File: config.mk
export PLATFORM = sky130hd
export DESIGN_NAME = ale_reciprocal_sequencer
export DESIGN_NICKNAME = d
export VERILOG_FILES = /design/src/rtl/ale_reciprocal_sequencer.sv
export SDC_FILE = /design/constraint.sdc
export NUM_CORES = 1
export LEC_CHECK = 0
export CAP_MARGIN = 25
export CORE_MARGIN = 2
export CORE_UTILIZATION = 45
export CTS_CLUSTER_SIZE = 10
export DETAILED_ROUTE_END_ITERATION = 16
export PLACE_DENSITY = 0.73
export SETUP_SLACK_MARGIN = 0.05
export SLEW_MARGIN = 20
export SYNTH_ARGS = -nofsm -noshare
export SYNTH_HDL_FRONTEND = slang
export SYNTH_SLANG_ARGS = --single-unit
File: constraint.sdc
create_clock -name clk -period 2.7 [get_ports clk]
set_clock_uncertainty 0.2 [all_clocks]
set_input_delay 0.81 -clock clk [delete_from_list [all_inputs] [get_ports clk]]
set_output_delay 0.81 -clock clk [all_outputs]
set_load 0.01 [all_outputs]
File: src/rtl/ale_reciprocal_sequencer.sv
// ale_reciprocal_sequencer: shares one reciprocal LUT across the three atmospheric-light
// channels, stages 1/Ac in shadow registers and commits the set only on a frame boundary.
//
// Ports:
//   clk, rst_n                 clock, asynchronous active-low reset
//   ac_valid, ac_r/g/b         per-frame atmospheric light from ALE (single-cycle pulse)
//   frame_start                single-cycle pulse at the first pixel of a frame
//   lut_addr / lut_data        shared combinational reciprocal LUT (Q0.14)
//   inv_r/g/b                  committed 1/Ac per channel
//   ac_r_o/ac_g_o/ac_b_o       committed (clamped) Ac matching inv_*
//   params_valid               a committed set exists
//   params_update              one-cycle pulse after each commit
//   zero_clamped               committed set had at least one zero input
//   busy                       lookup sequence in progress
module ale_reciprocal_sequencer #(
    parameter int LUT_W = 14,
    parameter int AC_W  = 8
) (
    input  logic             clk,
    input  logic             rst_n,
    input  logic             ac_valid,
    input  logic [AC_W-1:0]  ac_r,
    input  logic [AC_W-1:0]  ac_g,
    input  logic [AC_W-1:0]  ac_b,
    input  logic             frame_start,
    output logic [AC_W-1:0]  lut_addr,
    input  logic [LUT_W-1:0] lut_data,
    output logic [LUT_W-1:0] inv_r,
    output logic [LUT_W-1:0] inv_g,
    output logic [LUT_W-1:0] inv_b,
    output logic [AC_W-1:0]  ac_r_o,
    output logic [AC_W-1:0]  ac_g_o,
    output logic [AC_W-1:0]  ac_b_o,
    output logic             params_valid,
    output logic             params_update,
    output logic             zero_clamped,
    output logic             busy
);
    localparam logic [2:0] IDLE   = 3'd0;
    localparam logic [2:0] LK_R   = 3'd1;
    localparam logic [2:0] LK_G   = 3'd2;
    localparam logic [2:0] LK_B   = 3'd3;
    localparam logic [2:0] STAGED = 3'd4;
    logic [2:0]       state, state_nx;
    logic             pend, fs_seen, cap_z, go, commit, restart;
    logic [AC_W-1:0]  pnd_r, pnd_g, pnd_b, cap_r, cap_g, cap_b;
    logic [LUT_W-1:0] sh_r, sh_g, sh_b;
    function automatic logic [AC_W-1:0] clamp(input logic [AC_W-1:0] a);
        return (a == '0) ? AC_W'(1) : a;
    endfunction
    // Every ac_valid lands in the pending register; an idle FSM starts from it
    // on the next edge. A frame_start seen in STAGED is remembered and the
    // commit happens on the following edge; the very first set after reset
    // commits without waiting for a frame boundary.
    always_comb begin
        go       = (state == IDLE) && pend;
        commit   = (state == STAGED) && (!params_valid || fs_seen);
        restart  = (state == STAGED) && params_valid && !fs_seen && !frame_start && ac_valid;
        state_nx = (state == IDLE) ? (pend ? LK_R : IDLE) :
                   (state == LK_R) ? LK_G :
                   (state == LK_G) ? LK_B :
                   (state == LK_B) ? STAGED :
                   (commit || restart) ? IDLE : STAGED;
        lut_addr = (state == LK_R) ? cap_r :
                   (state == LK_G) ? cap_g :
                   (state == LK_B) ? cap_b : '0;
        busy     = (state == LK_R) || (state == LK_G) || (state == LK_B);
    end
    always_ff @(posedge clk or negedge rst_n) begin
        if (!rst_n) begin
            state         <= IDLE;
            pend          <= 1'b0;
            fs_seen       <= 1'b0;
            pnd_r         <= '0;
            pnd_g         <= '0;
            pnd_b         <= '0;
            cap_r         <= '0;
            cap_g         <= '0;
            cap_b         <= '0;
            cap_z         <= 1'b0;
            sh_r          <= '0;
            sh_g          <= '0;
            sh_b          <= '0;
            inv_r         <= '0;
            inv_g         <= '0;
            inv_b         <= '0;
            ac_r_o        <= '0;
            ac_g_o        <= '0;
            ac_b_o        <= '0;
            params_valid  <= 1'b0;
            params_update <= 1'b0;
            zero_clamped  <= 1'b0;
        end else begin
            state <= state_nx;
            if (ac_valid) begin
                pend  <= 1'b1;
                pnd_r <= ac_r;
                pnd_g <= ac_g;
                pnd_b <= ac_b;
            end else if (go) begin
                pend <= 1'b0;
            end
            if (go) begin
                cap_r <= clamp(pnd_r);
                cap_g <= clamp(pnd_g);
                cap_b <= clamp(pnd_b);
                cap_z <= (pnd_r == '0) || (pnd_g == '0) || (pnd_b == '0);
            end
            if (state == LK_R) sh_r <= lut_data;
            if (state == LK_G) sh_g <= lut_data;
            if (state == LK_B) sh_b <= lut_data;
            fs_seen       <= (state == STAGED) && !commit && (fs_seen || frame_start);
            params_update <= commit;
            if (commit) begin
                inv_r        <= sh_r;
                inv_g        <= sh_g;
                inv_b        <= sh_b;
                ac_r_o       <= cap_r;
                ac_g_o       <= cap_g;
                ac_b_o       <= cap_b;
                zero_clamped <= cap_z;
                params_valid <= 1'b1;
            end
        end
    end
endmodule

==> results of run 1 <==
==> power by group <==
group / internal, mW / switching [mW] / total, mW
logic: 2.42 / 1.43 / 3.85
registers: 3.58 / 0.725 / 4.30
clock network: 1.61 / 0.922 / 2.53
total: 7.60 / 3.08 / 10.7
==> Yosys cell counts <==
master / count / share of area
clkbuf_1: 3 / 0.0017
buf_1: 1 / 0.00058
nor2_1: 12 / 0.0069
buf_6: 9 / 0.016
buf_2: 10 / 0.0077
o21bai_1: 1 / 0.0012
and2_1: 2 / 0.0019
nand3b_2: 1 / 0.0017
a21o_1: 2 / 0.0023
nor4_1: 6 / 0.0058
mux2_1: 1 / 0.0017
nor2_4: 1 / 0.0017
nand2_1: 7 / 0.0040
nand2b_1: 1 / 0.00096
nor2b_1: 2 / 0.0019
mux2_2: 149 / 0.26
a22oi_1: 8 / 0.0092
or2_2: 1 / 0.00096
mux2_4: 12 / 0.028
xnor2_1: 1 / 0.0013
a21oi_1: 1 / 0.00077
and4_1: 1 / 0.0013
nor3_2: 1 / 0.0015
dfrtp_1: 165 / 0.63
o22a_1: 4 / 0.0054
inv_1: 2 / 0.0012
nor3b_4: 1 / 0.0029
nand3b_1: 1 / 0.0012
==> state kept, by name, indices dropped and copies added (netlist names), 3 cells and up <==
name	count
cap_b	8
inv_r	14
ac_b_o	8
sh_b	14
cap_r	8
inv_g	14
ac_r_o	8
pnd_b	8
cap_g	8
pnd_r	8
pnd_g	8
sh_g	14
state	3
inv_b	14
ac_g_o	8
sh_r	14
==> cells by family (layout without fill, tap and decap cells) <==
| family | count (synthesis) | after routing |
|---|---|---|
| AOI/OAI and AO/OA | 16 | 16 |
| xor gates and xnor gates | 1 | 1 |
| buffers and inverters | 25 | 170 |
| DFF | 165 | 165 |
| muxes | 162 | 162 |
| and+or+nand+nor | 37 | 37 |
==> path summary, 6_finish.rpt <==
kind / start / endpoint / cells after the start
worst min register to register: sh_b[0] / inv_b[0] / 1
worst max register to register: state[1] / cap_b[3] / 6
max in group asynchronous: rst_n / inv_r[3] / 2
worst min-delay path: rst_n / sh_b[12] / 1
min in group clk: sh_b[0] / inv_b[0] / 1
worst max-delay path: state[1] / lut_addr[1] / 5
==> through the flow <==
stage          hold slack [ns]   util  instance area [sq um]  instances  worst slack, ns
6_report                 0.142  0.615                   8610        731           0.0234
2_1_floorplan            0.252      -                   6520        406            0.392
4_1_cts                  0.140  0.613                   8570        730           0.0369
3_5_place_dp             0.269  0.567                   7930        695           0.0175
3_3_place_gp             0.266  0.567                   7930        695           0.0336
5_1_grt                  0.166  0.615                   8610        731          -0.0500
==> final cells by class <==
| cell class | count | area share |
|---|---|---|
| inverter | 2 | 0.000872 |
| clock inverter | 9 | 0.0174 |
| tap | 180 | 0.0262 |
| multi-input combinational | 216 | 0.265 |
| timing repair buffer | 137 | 0.156 |
| clock buffer | 22 | 0.0551 |
| sequential | 165 | 0.480 |
==> what timing repair did <==
item,CTS,global route
setup endpoints to repair,9,9
pin swaps,1,5
resized for setup,41,10
buffers inserted,4,1
==> layer usage <==
layer,global-route usage,wire (microns),vias to the layer above
met5,0,0,-
met4,0.0707,183,0
met3,0.0644,774,17
met2,0.272,6150,104
met1,0.251,6180,1901
li1,-,-,1715
==> cells in the final DEF, fill, tap and decap left out <==
master / count
clkinv_2: 3
nor2_1: 12
a21oi_1: 1
inv_1: 2
buf_2: 8
buf_12: 4
clkbuf_1: 2
mux2_2: 145
nor3_2: 1
a22oi_2: 8
buf_4: 12
nor3b_4: 1
a21o_1: 2
nor4_1: 6
nand3b_4: 1
nand2_1: 7
or2_2: 1
nor2_4: 1
nand3b_1: 1
and4_1: 1
o21bai_1: 1
clkbuf_2: 1
bufinv_16: 4
o22a_1: 4
nor2b_1: 2
mux2_1: 1
xnor2_1: 1
clkbuf_8: 3
dfrtp_1: 164
buf_6: 3
dfrtp_2: 1
clkinvlp_4: 2
nand2b_1: 1
and2_1: 2
clkbuf_16: 17
mux2_4: 16
clkdlybuf4s50_1: 109
==> critical path: stages, from the launching register on <==
cell and delay (ns):
dfrtp_2 0.41, buf_6 0.13, mux2_2 0.34, a22oi_2 0.15
nor2_1 0.06, buf_2 0.15
==> summary.md, run 1 <==
| Metric | Value |
|---|---|
| Outcome | `finished, final reports clean` |
| Die width | `124 microns` |
| Maximum vdd drop | `around 0.00063 V` |
| CP endpoint kind | `output pin` |
| Hold violation count in the final report | `0` |
| Core ar. | `0.0140 sq mm` |
| Detailed placement HPWL | `~9 mm` |
| YS warnings | `0` |
| Share of layout cells above drive strength 1 | `0.421` |
| Synth Area in XOR/XNOR | `0.00134` |
| Library cells used by synthesis | `28` |
| Fmax | `around 370 MHz` |
| Final wirelength | `about 13 mm` |
| CTS tree | `yes` |
| Crit start category | `flip-flop` |
| Synth Register Bits | `165` |
| Post-synthesis sequential area ratio | `0.634` |
| Clock transition at path regs | `about 0.060 ns` |
| Largest net degree at the start of global routing | `61` |
| First-pass GRT wire length | `22.1 mm` |
| Row cnt | `43` |
| Placer congestion estimate | `about 0.81` |
| Setup TNS | `0 ns` |
| Worst EP arrival | `approximately 1.7 ns` |
| Remaining global-route overflow | `0` |
| Final period utilization | `0.991` |
| Drt pass-1 iters | `4` |
| Clk buf depth | `2` |
| Slew headroom | `0.650` |
| Die height | `between 100 and 150 microns` |
| H-tree depth | `4` |
| Worst-Skew Late Latency | `between 0.4 and 0.5 ns` |
| Post-Synth Adder-Cell Area | `0` |
| Number of clock sinks | `165` |
| Max-cap check violation count | `0` |
| Post-synthesis mux area share | `0.287` |
| Vias/cell | `5.11` |
| Compound-Gate Fraction of Synth Area | `0.0188` |
| Area occupied by multi-input gates | `0.00228 sq mm` |
| Drc violations | `0` |
| Avg Synthesized Cell Area | `around 16 sq um` |
| ANT cells | `0` |
| DIE AREA | `0.0155 sq mm` |
| Post-Syn Area | `approximately 0.0065 sq mm` |
| Initial antenna violation count | `0` |
| Synth Instances | `just over 400` |
| Syn Nets | `about 450` |
| Largest family of logic cells by synthesized area | `multiplexers` |
| Avg WL per Cell | `18.2 microns` |
| Worst R2R Setup Slack | `between 0.5 and 0.6 ns` |
| Leak pwr | `~3.7 nW` |
| P&R area growth vs syn | `32.0%` |
| CP max FO | `4` |
| CTS Buf Count | `17` |
| Post-layout min period | `roughly 2.7 ns` |
| Overall Power | `10.7 mW` |
| Starting Density | `0.466` |
| RSZ-0062 raised after global routing | `yes` |
| Clk root buf | `clkbuf_16` |
| WS Path Type | `reg2out` |
| Power density cells | `1240 mW/mm^2` |
| Worst-Margin Slew | `approximately 0.53 ns` |
| Setup Viol. Count Final | `0` |
| Fillers | `1,069` |
| Global-route total usage across every layer | `0.184` |
| Via count | `between 3,000 and 4,000` |
| Ports | `between 100 and 150` |
| Slew Limit Fails | `0` |
| Final net count | `~580` |
| Reg area | `~0.0041 sq mm` |
| Initial DRC count | `175` |
| Port bufs | `119` |
| Worst hold path class | `in2async` |
| Number of global-route vias before repair | `between 4,000 and 5,000` |
| Post-Synth Simple-Gate Area | `0.0328` |
| Cts hold-fix bufs | `0` |
| Crit path required time | `1.69 ns` |
| Post-route ant nets | `0` |
(Power assumes the default switching activity.)
==> inputs of run 2 (changes only) <==
SLEW_MARGIN = unset   (was 20)
TNS_END_PERCENT = 20   (was unset)
==> run 2 against run 1 <==
  * Routed wire length decreased by 0.52%
  * Via count grew 0.37%
  * Count of clock-buffer cells in the layout did not move
  * Register-to-register slack barely moved
  * Flip-flop and latch count unchanged
  * Fmax about the same
  * Global-route usage hardly changed
  * First-iteration DRC count shrank 16%
  * Worst hold slack worse by 0.0044 ns
  * Sequential share of layout area grew 0.063 points
  * Combinational power barely moved
==> summary.md, run 2 (synthesized netlist as in run 1, its figures left out) <==
| Metric | Value |
|---|---|
| Outcome | `finished, final reports clean` |
| CTS Buf Count | `17 (unchanged)` |
| Placer congestion estimate | `0.807 (unchanged)` |
| Slew headroom | `0.652 (+0.00231)` |
| Net Sw Frac | `0.288 (about the same)` |
| CP max FO | `4 (unchanged)` |
| Worst hold path class | `in2async` |
| Clk root buf | `clkbuf_16` |
| Remaining global-route overflow | `0 (unchanged)` |
| Worst R2R Setup Slack | `0.57 ns (about the same)` |
| Crit path required time | `1.69 ns (about the same)` |
| Die width | `124 microns (unchanged)` |
| Setup Viol. Count Final | `0 (unchanged)` |
| Overall Power | `10.7 mW (-0.24%)` |
| Post-route ant nets | `0 (unchanged)` |
| H-tree depth | `4 (unchanged)` |
| DIE AREA | `0.0155 sq mm (unchanged)` |
| Worst-Skew Late Latency | `0.42 ns (about the same)` |
| First-pass GRT wire length | `22.1 mm (-0.19%)` |
| Int Pwr | `7.59 mW (-0.25%)` |
| P&R area growth vs syn | `31.9%` |
| Detailed placement HPWL | `8.88 mm (unchanged)` |
| Final period utilization | `0.992 (about the same)` |
| Commonest cells after routing, fill and taps aside | `dfrtp_1, mux2_2, clkdlybuf4s50_1, clkbuf_16, mux2_4` |
| Post-route cell area | `0.00859 sq mm (-0.13%)` |
| Vias/cell | `5.13 (+0.37%)` |
| Worst EP arrival | `1.67 ns (about the same)` |
| Post-layout min period | `2.68 ns (+0.00252 ns)` |
| Row cnt | `43 (unchanged)` |
| Combinational group share of total power | `0.359 (about the same)` |
| CTS tree | `yes` |
| Critical R2R Launch | `state[1]` |
| Initial DRC count | `147 (-16%)` |
| Max-cap check violation count | `0 (unchanged)` |
| Post-place setup slack | `0.0175 ns (unchanged)` |
| Hold violation count in the final report | `0 (unchanged)` |
| Number of global-route vias before repair | `4,032 (-0.074%)` |
| Port bufs | `119 (unchanged)` |
| Most common cell after layout, fill and taps aside | `dfrtp_1` |
| Fmax | `373 MHz (about the same)` |
| Area after DPL | `0.00793 sq mm (unchanged)` |
| Share of layout cells above drive strength 1 | `0.421 (unchanged)` |
| Fillers | `1,070 (+0.094%)` |
| Crit start category | `flip-flop` |
| Power density cells | `1240 mW/mm^2 (-0.11%)` |
| Core ar. | `0.0140 sq mm (unchanged)` |
| Final net count | `581 (unchanged)` |
| Placed Instances | `695 (unchanged)` |
| Starting Density | `0.466 (unchanged)` |
| Drc violations | `0 (unchanged)` |
| Maximum vdd drop | `0.000680 V (+7.1%)` |
| Cts hold-fix bufs | `0 (unchanged)` |
| Number of clock sinks | `165 (unchanged)` |
| Largest net degree at the start of global routing | `61 (unchanged)` |
| WS Path Type | `reg2out` |
| Final wirelength | `13.2 mm (-0.52%)` |
| CP peak stage delay | `0.41 ns (about the same)` |
| Drt pass-1 iters | `4 (unchanged)` |
| R2r endpoint | `cap_g[3]` |
| Critical Path Start | `state[1]` |
| Sw power | `3.07 mW (-0.23%)` |
| Clk buf depth | `2 (unchanged)` |
| ANT cells | `0 (unchanged)` |
| Initial antenna violation count | `0 (unchanged)` |
| Non-Filler Instances | `731 (unchanged)` |
| Leak pwr | `3.70 nW (-0.29%)` |
| Avg WL per Cell | `18.1 microns (-0.52%)` |
| RSZ-0062 raised after global routing | `yes` |
| Clock transition at path regs | `0.06 ns (about the same)` |
| Sequential power share | `0.403 (about the same)` |
| FF-to-FF path depth | `6 (unchanged)` |
| Via count | `3,751 (+0.37%)` |
| CP max stage cell | `dfrtp_2` |
| Global-route total usage across every layer | `0.184 (-0.000279)` |
| CP endpoint kind | `output pin` |
| Final WS setup | `0.0209 ns (-0.00252 ns)` |
| Slew Limit Fails | `0 (unchanged)` |
| Clock power frac | `0.238 (about the same)` |
| Die height | `124 microns (unchanged)` |
| Ports | `120 (unchanged)` |
| Worst-Margin Slew | `0.522 ns (-0.00347 ns)` |
| Setup crit end | `lut_addr[3]` |
| Critical path cell sequence | `buf_6, mux2_2, a22oi_2, nor2_1, buf_2` |
run 2: worst min path at each step:
stage / startpoint / to / slack (ns) / cells after the start
3_5_place_dp: sh_b[0] / inv_b[0] / 0.27 / 1
5_1_grt: rst_n / sh_b[10] / 0.17 / 1
3_3_place_gp: params_valid / params_valid / 0.27 / 1
2_1_floorplan: sh_b[0] / inv_b[0] / 0.25 / 1
4_1_cts: rst_n / sh_b[12] / 0.14 / 1
6_report: rst_n / sh_b[12] / 0.14 / 1
run 2: power by group through the flow:
stage	combinational [mW]	sequential [mW]	clock [mW]
after detailed placement	3.78	4.35	0
after floorplan	1.99	4.31	0
final	3.83	4.30	2.53
after global routing	4.11	4.46	2.71
after CTS	3.81	4.30	2.59
after global placement	3.70	4.30	0
run 2: cell type report:
class	count	area, sq um	share of cell area
Inverter	2	7.51	0.000873
Sequential cell	165	4130	0.481
Clock inverter	9	150	0.0175
Clock buffer	22	474	0.0552
Multi-Input combinational cell	216	2270	0.264
Timing Repair Buffer	137	1340	0.156
Tap cell	180	225	0.0262
run 2: what timing repair did:
action / in CTS / in global routing
resized for setup: 41 / 7
pin swaps: 1 / 1
buffers inserted: 3 / 2
setup endpoints to repair: 9 / 9
run 2: worst max-delay path, delay by kind of cell, from the launching register on:
kind | cells | cell delay (ns)
AO/OA/AOI/OAI | 1 | 0.16
buffers and inverters | 2 | 0.27
flip-flops | 1 | 0.41
multiplexers | 1 | 0.35
AND/OR/NAND/NOR | 1 | 0.06
run 2: metal layers:
metal / wire [microns] / vias to the layer above / global-route usage / part of all wire
li1: - / 1709 / - / -
met5: 0 / - / 0 / 0
met3: 775 / 20 / 0.0644 / 0.059
met2: 6100 / 106 / 0.271 / 0.46
met4: 243 / 0 / 0.0707 / 0.018
met1: 6100 / 1916 / 0.251 / 0.46
run 2: per-stage QoR:
step           TNS [ns]   util  hold WS (ns)
2_1_floorplan         0      -         0.252
3_3_place_gp          0  0.567         0.266
3_5_place_dp          0  0.567         0.269
4_1_cts               0  0.612         0.140
5_1_grt          -0.261  0.614         0.166
6_report              0  0.614         0.137
==> inputs of run 3 (changes only) <==
PLACE_DENSITY = unset   (was 0.73)
PLACE_DENSITY_LB_ADDON = 0.3   (was unset)
==> run 3 against run 2 <==
  * Routed wire length increased by 1.7%
  * Worst hold slack got worse by 0.024 ns
  * Fmax increased by 0.52%
  * Combinational power decreased by 2%
  * Worst setup slack improved by 0.014 ns
  * Critical endpoint is now lut_addr[2]
  * Largest cell class unchanged
  * Largest power group unchanged
==> summary.md, run 3 (synthesized netlist as in run 1, its figures left out) <==
| Metric | Value |
|---|---|
| Detailed placement HPWL | `9.19 mm (+3.5%)` |
| Clk root buf | `clkbuf_16` |
| Worst-Skew Late Latency | `0.42 ns (about the same)` |
| Sw power | `3.04 mW (-0.89%)` |
| Most common cell after layout, fill and taps aside | `dfrtp_1` |
| Ports | `120 (unchanged)` |
| Placed Instances | `699 (+0.58%)` |
| Maximum vdd drop | `0.000603 V (-11%)` |
| Setup TNS | `0 ns (unchanged)` |
| Commonest cells after routing, fill and taps aside | `dfrtp_1, mux2_2, clkdlybuf4s50_1, clkbuf_16, buf_4` |
| Final WS setup | `0.0348 ns (+0.0139 ns)` |
| Outcome | `finished, final reports clean` |
| Drt pass-1 iters | `4 (unchanged)` |
| Combinational group share of total power | `0.361 (+0.002)` |
| CP endpoint kind | `output pin` |
| Clk buf depth | `2 (unchanged)` |
| Worst EP arrival | `1.66 ns (about the same)` |
| Avg WL per Cell | `18.3 microns (+1.2%)` |
| Max-cap check violation count | `0 (unchanged)` |
| DIE AREA | `0.0155 sq mm (unchanged)` |
| Largest net degree at the start of global routing | `55 (-9.8%)` |
| RSZ-0062 raised after global routing | `yes` |
| Critical path cell sequence | `buf_4, mux2_2, a22oi_2, nor2_1, buf_2` |
| Net Sw Frac | `0.292 (+0.00377)` |
| Final wirelength | `13.4 mm (+1.7%)` |
| Die width | `124 microns (unchanged)` |
| Remaining global-route overflow | `0 (unchanged)` |
| Starting Density | `0.466 (unchanged)` |
| Setup Viol. Count Final | `0 (unchanged)` |
| Crit path required time | `1.69 ns (about the same)` |
| FF-to-FF path depth | `6 (unchanged)` |
| Placer congestion estimate | `0.798 (-1.0%)` |
| CP bufs+invs | `2 (unchanged)` |
| Post-route ant nets | `0 (unchanged)` |
| Initial DRC count | `171 (+16%)` |
| Port bufs | `119 (unchanged)` |
| Vias/cell | `5.15 (+0.31%)` |
| CP peak stage delay | `0.39 ns (-0.02 ns)` |
| Core ar. | `0.0140 sq mm (unchanged)` |
| Global-route total usage across every layer | `0.187 (+0.00303)` |
| Worst-Margin Slew | `0.437 ns (-0.0842 ns)` |
| Levels on crit path | `5 (unchanged)` |
| Slew Limit Fails | `0 (unchanged)` |
| Fillers | `1,101 (+2.9%)` |
| CTS Buf Count | `17 (unchanged)` |
| WS Path Type | `reg2out` |
| Leak pwr | `3.69 nW (-0.41%)` |
| P&R area growth vs syn | `30.8%` |
| Row cnt | `43 (unchanged)` |
| Power density cells | `1220 mW/mm^2 (-1.3%)` |
| Number of clock sinks | `165 (unchanged)` |
| CTS tree | `yes` |
| First-pass GRT wire length | `22.4 mm (+1.7%)` |
| Clock transition at path regs | `0.06 ns (about the same)` |
| Slew headroom | `0.708 (+0.0561)` |
| CP max stage cell | `dfrtp_2` |
| Post-place setup slack | `0.0415 ns (+0.0240 ns)` |
| Final core occ | `0.609 (-0.00510)` |
| Final net count | `583 (+0.34%)` |
| Non-Filler Instances | `734 (+0.41%)` |
| Number of global-route vias before repair | `4,160 (+3.2%)` |
| Int Pwr | `7.38 mW (-2.7%)` |
| Hold violation count in the final report | `0 (unchanged)` |
| Drc violations | `0 (unchanged)` |
| CP max FO | `4 (unchanged)` |
| Die height | `124 microns (unchanged)` |
| Sequential power share | `0.412 (+0.009)` |
| Final period utilization | `0.987 (-0.00516)` |
| ANT cells | `0 (unchanged)` |
| Top delay family on crit path | `flip-flops` |
| Share of layout cells above drive strength 1 | `0.413 (-0.00770)` |
| Clock power frac | `0.227 (-0.011)` |
| H-tree depth | `4 (unchanged)` |
| Crit start category | `flip-flop` |
| Initial antenna violation count | `0 (unchanged)` |
| Worst hold path class | `in2async` |
| Fmax | `375 MHz (+0.52%)` |
| Via count | `3,778 (+0.72%)` |
| Post-layout min period | `2.67 ns (-0.0139 ns)` |
run 3: final timing paths:
path | from | end | slack, ns
setup / recovery | state[1] | lut_addr[2] | 0.03
hold / removal | rst_n | sh_r[12] | 0.11
setup reg to reg | state[1] | cap_b[6] | 0.48
hold reg to reg | sh_b[0] | inv_b[0] | 0.28
max in group asynchronous | rst_n | cap_r[4] | 1.55
min in group clk | sh_b[0] | inv_b[0] | 0.28
run 3: repair_timing:
item                       in CTS  in global routing
setup endpoints to repair       9                  9
resized for setup              39                  2
setup buffers                   3                  0
hold buffers                    0                  0
pin swaps                       1                  1
run 3: routing by layer:
| layer | GRT usage | part of all wire | vias to the layer above |
|---|---|---|---|
| li1 | - | - | 1705 |
| met1 | 0.241 | 0.44 | 1948 |
| met2 | 0.310 | 0.49 | 111 |
| met3 | 0.0464 | 0.050 | 14 |
| met4 | 0.0635 | 0.015 | 0 |
| met5 | 0 | 0 | - |
run 3: per-stage QoR:
stage	hold WS [ns]	power, mW	instance area (sq um)
final	0.114	10.4	8520
after detailed placement	0.273	8.15	7940
after global placement	0.264	8.01	7940
after CTS	0.120	10.6	8540
after global routing	0.142	11.0	8520
after floorplan	0.252	6.30	6520
run 3: final cells by class:
type / count / area, sq um / area share
flip-flops and latches: 165 / 4130 / 0.485
well taps: 180 / 225 / 0.0264
repair buffers: 139 / 1340 / 0.157
inverters: 2 / 7.51 / 0.000881
clock buffers: 23 / 488 / 0.0573
multi-input cells: 216 / 2230 / 0.262
clock inverters: 9 / 100 / 0.0117
run 3: power groups by stage:
stage / combinational [mW] / sequential (mW) / clock (mW)
final: 3.76 / 4.30 / 2.36
after global routing: 4.05 / 4.45 / 2.53
after CTS: 3.83 / 4.31 / 2.41
after detailed placement: 3.81 / 4.35 / 0
after global placement: 3.71 / 4.29 / 0
after floorplan: 1.99 / 4.31 / 0
